## config.mk

```make
export PLATFORM = sky130hd
export DESIGN_NAME = ip2_test3_result_fifo
export DESIGN_NICKNAME = d
export VERILOG_FILES = /design/src/rtl/ip2_test3_result_fifo.sv
export SDC_FILE = /design/constraint.sdc
export NUM_CORES = 1
export LEC_CHECK = 0
export BUFFER_PORTS_ARGS = -buffer_cell sky130_fd_sc_hd__buf_2
export CORE_ASPECT_RATIO = 1.1
export CORE_MARGIN = 2
export CORE_UTILIZATION = 51
export DETAILED_ROUTE_END_ITERATION = 8
export MAX_ROUTING_LAYER = met4
export PLACE_DENSITY_LB_ADDON = 0.3
export REMOVE_ABC_BUFFERS = 1
export SLEW_MARGIN = 15
export SYNTH_ARGS = -nofsm -noshare
export SYNTH_HDL_FRONTEND = slang
export SYNTH_SLANG_ARGS = --single-unit
```

## constraint.sdc

```tcl
create_clock -name clk -period 32.3 [get_ports clk]
set_input_delay 3.23 -clock clk [delete_from_list [all_inputs] [get_ports clk]]
set_output_delay 3.23 -clock clk [all_outputs]
set_load 0.005 [all_outputs]
```

## src/rtl/ip2_test3_result_fifo.sv

```systemverilog
// ip2_test3_result_fifo: snapshots test3 DNN outputs on each done rising edge into a show-ahead FIFO with optional masked compare
// Ports: clk/reset (async, active high), enable (capture enable), clear (sync flush),
//   sm_test3_i_status_done / sm_test3_i_dnn_output_0/1 (test3 state machine results),
//   expected_0/1 + compare_mask (compare patterns), rd_en (pop), rd_data_0/1 + rd_match (head entry),
//   fifo_empty/fifo_full/fifo_count (status), overflow (sticky drop flag), run_cnt/mismatch_cnt (saturating).
// Optional feature: define IP2_TEST3_RESULT_COMPARE_EN to build the comparator; otherwise every capture matches.
module ip2_test3_result_fifo #(
  parameter int DEPTH = 8,
  parameter int CNT_W = 16
) (
  input  logic                     clk,
  input  logic                     reset,
  input  logic                     enable,
  input  logic                     clear,
  input  logic                     sm_test3_i_status_done,
  input  logic [47:0]              sm_test3_i_dnn_output_0,
  input  logic [47:0]              sm_test3_i_dnn_output_1,
  input  logic [47:0]              expected_0,
  input  logic [47:0]              expected_1,
  input  logic [47:0]              compare_mask,
  input  logic                     rd_en,
  output logic [47:0]              rd_data_0,
  output logic [47:0]              rd_data_1,
  output logic                     rd_match,
  output logic                     fifo_empty,
  output logic                     fifo_full,
  output logic [$clog2(DEPTH):0]   fifo_count,
  output logic                     overflow,
  output logic [CNT_W-1:0]         run_cnt,
  output logic [CNT_W-1:0]         mismatch_cnt
);
  localparam int AW = $clog2(DEPTH);
  logic             done_q, s1_valid_q, s1_match_q, ovf_q, ovf_d;
  logic [47:0]      s1_d0_q, s1_d1_q;
  logic [AW-1:0]    wr_ptr_q, rd_ptr_q;
  logic [AW:0]      count_q, count_d;
  logic [CNT_W-1:0] run_q, run_d, mis_q, mis_d;
  logic [96:0]      mem_q [DEPTH];
  logic [96:0]      head;
  logic             cap, match, push, pop;
  assign cap = sm_test3_i_status_done & ~done_q & enable;
`ifdef IP2_TEST3_RESULT_COMPARE_EN
  assign match = ~|((sm_test3_i_dnn_output_0 ^ expected_0) & compare_mask) &
                 ~|((sm_test3_i_dnn_output_1 ^ expected_1) & compare_mask);
`else
  logic unused_cmp;
  assign unused_cmp = ^{expected_0, expected_1, compare_mask};
  assign match = 1'b1;
`endif
  assign fifo_empty = count_q == '0;
  assign fifo_full  = count_q == (AW+1)'(DEPTH);
  assign pop  = rd_en & ~fifo_empty;
  // A pop in the same cycle frees a slot, so a full FIFO can still accept the push.
  assign push = s1_valid_q & (~fifo_full | pop);
  always_comb begin
    count_d = count_q + (AW+1)'(push) - (AW+1)'(pop);
    run_d   = (s1_valid_q & ~&run_q) ? run_q + 1'b1 : run_q;
    mis_d   = (s1_valid_q & ~s1_match_q & ~&mis_q) ? mis_q + 1'b1 : mis_q;
    ovf_d   = ovf_q | (s1_valid_q & ~push);
  end
  always_ff @(posedge clk or posedge reset)
    if (reset) begin
      done_q     <= 1'b0;
      s1_valid_q <= 1'b0;
      s1_match_q <= 1'b0;
      s1_d0_q    <= '0;
      s1_d1_q    <= '0;
      wr_ptr_q   <= '0;
      rd_ptr_q   <= '0;
      count_q    <= '0;
      run_q      <= '0;
      mis_q      <= '0;
      ovf_q      <= 1'b0;
    end else begin
      done_q <= sm_test3_i_status_done;
      if (clear) begin
        s1_valid_q <= 1'b0;
        wr_ptr_q   <= '0;
        rd_ptr_q   <= '0;
        count_q    <= '0;
        run_q      <= '0;
        mis_q      <= '0;
        ovf_q      <= 1'b0;
      end else begin
        s1_valid_q <= cap;
        if (cap) begin
          s1_d0_q    <= sm_test3_i_dnn_output_0;
          s1_d1_q    <= sm_test3_i_dnn_output_1;
          s1_match_q <= match;
        end
        if (push) wr_ptr_q <= wr_ptr_q + 1'b1;
        if (pop) rd_ptr_q <= rd_ptr_q + 1'b1;
        count_q <= count_d;
        run_q   <= run_d;
        mis_q   <= mis_d;
        ovf_q   <= ovf_d;
      end
    end
  always_ff @(posedge clk)
    if (push & ~clear & ~reset) mem_q[wr_ptr_q] <= {s1_d0_q, s1_d1_q, s1_match_q};
  assign head         = mem_q[rd_ptr_q];
  assign rd_data_0    = fifo_empty ? '0 : head[96:49];
  assign rd_data_1    = fifo_empty ? '0 : head[48:1];
  assign rd_match     = ~fifo_empty & head[0];
  assign fifo_count   = count_q;
  assign overflow     = ovf_q;
  assign run_cnt      = run_q;
  assign mismatch_cnt = mis_q;
endmodule
```

---- After elaboration in Yosys (flattened, before gate mapping) ----
Memories as Yosys holds them, arrays and structs flattened.
Index checks and enable logic that the tools add are counted.
W data, S select, Z words.
storage, ports and cells
  bits in registers ....................... 142
  RAM bits ................................ 776
  bits of input ports ..................... 246
  output and inout port bits .............. 136
  logic and storage cells ................. 64
  memories ................................ 1
cells by class
  $add $sub $neg .......................... 6
  eq/ne operators ......................... 1
  multiplexer cells ....................... 15
  bitwise gates (word level) .............. 20
  reduce and logical (&&, ||, !) cells .... 10
memory list
  name   depth  width  read ports  clocked after memory_dff  wr ports  RTL line  source
  mem_q  8      97     1           0                         1         38        logic [96:0] mem_q [DEPTH];
operator list
  cell                     number
  $mux W48                 2
  $mux W16                 4
  $add A16 B1 Y16 const B  2
  $reduce_and A16 Y1       2
  $mux W3                  4
  $and A1 B1 Y1            11
  $reduce_bool A2 Y1       4
  $not A1 Y1               7
  $add A3 B1 Y3 const B    2
  $add A4 B1 Y4            1
  $eq A4 B4 Y1 const B     1
  $logic_not A4 Y1         1
  $mux W1                  4
  $mux W4                  1
  $sub A4 B1 Y4            1
  $logic_not A1 Y1         2
  $or A1 B1 Y1             2
  $reduce_and A2 Y1        1

---- Depth between registers and ports, before layout ----
  word-level depth ........................ 9
  mapped depth ............................ 12

---- Worst setup path before layout ----
Ideal clock, no wire load.
  path kind ............................... input port to flip-flop
  start ................................... input port reset
  end ..................................... memory mem_q[4][0], enable pin
  setup time .............................. 0.671 ns
  arrival ................................. 13.382 ns
  data required time ...................... 31.629 ns
  path slack .............................. 18.247 ns
  cell stages on the path ................. 3
  path buffers ............................ 0
  cell sequence ........................... inv_1 nand2_1 nor3_1
on the way
  word-level cells in the longest chain between the ends .. 4
ends and longest elaborated chain
  what                           RTL line  source
  from (decl)                    12        input logic reset,
  $not A1 Y1                     100       if (push & ~clear & ~reset) mem_q[wr_ptr_q] <= {s1_d0_q, s1_d1_q, s1_match_q};
  $and A1 B1 Y1                  100
  $mux W1                        100
  $mux W1 (not written as such)  100
  to (decl)                      38
Every way passes these cells.

---- Worst setup path in the final report ----
  start ................................... register rd_ptr_q[0]
  end ..................................... output port rd_data_1[45]
on the way
  word-level cells in the longest chain between the ends .. 2
ends and longest elaborated chain
  what                    RTL line  source
  from (decl)             35        logic [AW-1:0] wr_ptr_q, rd_ptr_q;
  from (signal assigned)  92        if (pop) rd_ptr_q <= rd_ptr_q + 1'b1;
  $mem_v2 Z8 W97          -
  $mux W48                103       assign rd_data_1 = fifo_empty ? '0 : head[48:1];
  to (decl)               23        output logic [47:0] rd_data_1,
Every way passes these cells.

==> out/qor.txt <==
Outcome: complete, no violations
Tcrit/Tclk final: 22.7%
Clock Pin Slew Worst Setup and Hold Paths: 0.06 ns
Vias: 17092
CP max-delay cell: buf_4
First-pass GRT wire length: 112 mm
CTS H-tree lvls: 3
Post-synth ARST share: 15.5%
CP endpoint kind: output pin
Final Critical Period: 7.33 ns
Area of the multi-input gates: 8290 µm²
Hold slack final: 0.508 ns
Clk_lat worst skew: 0.63 ns
Synth Flop Type: edfxtp_1
Combinational power share: 18.3%
Crit path kind: flop to output pin
Post-CTS sizing: 0
Clock power share: 34.9%
P_sw: 0.789 mW
Critical-path cell list: buf_4 -> buf_4 -> mux4_2 -> mux2i_1 -> nor2_1 -> buf_2
Largest net degree at the start of global routing: 137
Port Buffers: 237
Post-Synth Simple-Gate Area: 3.27%
Overflow after GRT: 0
Worst Path Arrival: 4.10 ns
Synth Area in XOR/XNOR: 0.172%
Worst path required time: 29.07 ns
Setup violators final: 0
Antenna viol nets, final: 0
Tot GR Track Use: 21.6%
Post-CTS setup buffers: 0
Placed Instances: 2812
Final nets: 2234
DRT iter0 DRCs: 1061
Clk root buf: clkbuf_16
I/O Pins: 382
Post-synthesis mux area share: 18.2%
Post-synth top area share: 65.5%
Setup_tns: 0 ns
Slew headroom: 25.3%
RSZ-0062 raised after global routing: false
CTS buffer count: 91
Yosys warning total: 0
Starting Density: 51.5%
Skew final: 0.0166 ns
CTS tree: built
CP Launch Point: rd_ptr_q[0]$_DFFE_PP0P_
Remaining DRCs: 0
Seq cells post-synth: 918
Hold Crit Start: overflow$_DFF_PP0_
Reg-to-reg startpoint: fifo_count[2]$_DFF_PP0_
WL per Instance: 24.8 µm
Cell mode on critical path: buf_4
Post-synthesis sequential area ratio: 75.5%
Die area: 71800 µm²
Max_cap viols: 0
Pwr per Cell Area: 75.6 nW/µm²
Antenna violations before repair: 11
Area leader, netlist: edfxtp_1
Max incr delay on CP: 0.86 ns
Main combinational cell family by area after synthesis: multiplexers
Die width: 256 µm
Core box area: 69000 µm²
Post-Syn Area: 35500 µm²
GPL Wtd Cong: 0.852
Leakage power: 13.8 nW
Fmax achieved: 136 MHz
Top cells by area, synth: edfxtp_1 66%, mux4_2 12%, dfrtp_1 10%, mux2i_1 2.9%, mux2_2 2.5%
Layout cells sized above 1: 34.2%
Reg power frac: 46.8%
Die Span Y: 281 µm
Maximum VDD drop: 0.0440 mV
Max-slew violations: 0
Hold buffers post-CTS: 0
Crit-path max FO: 45
Area grow syn2layout: 15.1%
P_int: 2.31 mW
Compound-Gate Fraction of Synth Area: 1.07%
Min-delay worst type: flop to flop
CP bufs+invs: 3
Vias/cell: 5.71
CTS max path bufs: 3
Post-synth cell types: 59
Reg area: 26900 µm²
Rows: 101
Total length of routed wires: 74.3 mm
Fill count: 5032
Critical path's top delay family: buffers and inverters
Switching share of total power: 25.5%
Startpoint types: flop
Clock Sinks: 918
Cells after synthesis: 1705
Drt first pass iters: 5
Dpl hpwl: 37.3 mm
Worst slew pin tran: 1.11 ns
Mapped Avg Cell Area: 20.8 µm²
Synth Area in Adders: 0.373%
Vias in the first global route: 18294
Layout Cells excl Fill: 2991
Fin. Hold Viols: 0
EDFF count, synth: 776
-- cells in the mapped netlist, drive strengths merged (4+ instances only) --
cell    instances
a21oi          23
and3            4
and4            6
buf            63
clkbuf         22
dfrtp         142
edfxtp        776
ha              9
inv            13
mux2           97
mux2i         102
mux4          194
nand2          15
nand3          14
nand4           9
nor2          117
nor2b           5
nor3            8
nor4            6
o21ai           9
o31ai          11
o41ai           4
or3             7
or4            15
xor2            5
-- layout by cell type, fill, tap and decap left out, types with 4 or more instances in the layout --
cell type,n
buf_4,24
clkbuf_8,5
or3_1,7
clkbuf_16,93
xor2_1,5
nor2_1,116
nor3_1,4
and4_1,6
o31ai_1,11
nand3_1,14
clkinv_1,16
and3_1,4
o21ai_0,6
a21oi_1,22
or4_1,14
nor4_2,4
edfxtp_1,776
ha_1,9
clkbuf_1,17
nor3_2,4
dfrtp_1,139
inv_1,12
nor2b_1,5
nand4_1,4
bufinv_16,14
mux2i_1,102
mux2_2,78
nand2_1,15
mux4_2,194
buf_2,237
clkinv_2,18
diode_2,11
mux2_1,18
-- state kept, by name, summed over array words and instances, names as in the netlist, 3 cells and up --
register      flops
fifo_count        4
mem_q           776
mismatch_cnt     16
rd_ptr_q          3
run_cnt          16
s1_d0_q          48
s1_d1_q          48
wr_ptr_q          3
-- logic make-up (layout without fill, tap and decap cells) --
kind of cell	after synthesis	after routing
xor+xnor	7	7
compound gates	58	58
flops	918	918
other cells	0	11
simple gates	220	220
fa+ha+maj	10	10
buf+inv	99	447
mux	393	393
-- worst reg2reg max path, cell delays in order (launching register included) --
cell,delay (ns)
dfrtp_1,0.36
inv_1,0.08
ha_1,0.19
or3b_1,0.22
o21ai_1,0.17
or4_1,0.55
nor3_2,0.58
buf_4,0.72
buf_4,0.86
-- layout make-up --
class / count / area share [%]
clock inverter: 53 / 1.51
clock buffer: 115 / 6.01
multi-input combinational: 688 / 20.3
antenna: 11 / 0.0673
tap: 927 / 2.83
timing repair buffer: 265 / 3.51
sequential: 918 / 65.7
inverter: 14 / 0.141
-- power by group through the flow --
stage	clock network [mW]	logic, mW	registers (mW)
global route	1.14	0.620	1.46
detailed placement	0	0.581	1.47
CTS	1.10	0.584	1.45
finish	1.08	0.567	1.45
floorplan	0	0.426	1.50
global placement	0	0.575	1.46
-- final timing paths --
kind                                      endpoint  slack, ns  depth (start not counted)
max                                  rd_data_1[45]      24.97                          6
min                             overflow$_DFF_PP0_       0.51                          2
max reg2reg                 mem_q[2][50]$_DFFE_PP_      28.13                          8
min reg2reg                     overflow$_DFF_PP0_       0.51                          2
max in group asynchronous  rd_ptr_q[0]$_DFFE_PP0P_      27.70                          3
min in group asynchronous  fifo_count[2]$_DFF_PP0_       2.93                          2
-- per-stage QoR --
step / setup slack, ns / util (%) / total power, mW / area (µm²)
finish: 24.97 / 59.3 / 3.09 / 40900
global route: 24.54 / 59.3 / 3.22 / 40900
CTS: 24.80 / 59.3 / 3.13 / 40900
detailed placement: 25.28 / 54.8 / 2.05 / 37800
global placement: 25.31 / 54.8 / 2.04 / 37800
floorplan: 18.25 / - / 1.93 / 35100
-- metal layers --
layer	up-vias	wire length (µm)	track usage, %
met5	-	0	-
met2	431	37900	35.8
met4	0	1220	5.80
met3	84	4660	4.61
met1	9082	30500	27.4
li1	7495	-	-
(Power assumes the default switching activity.)
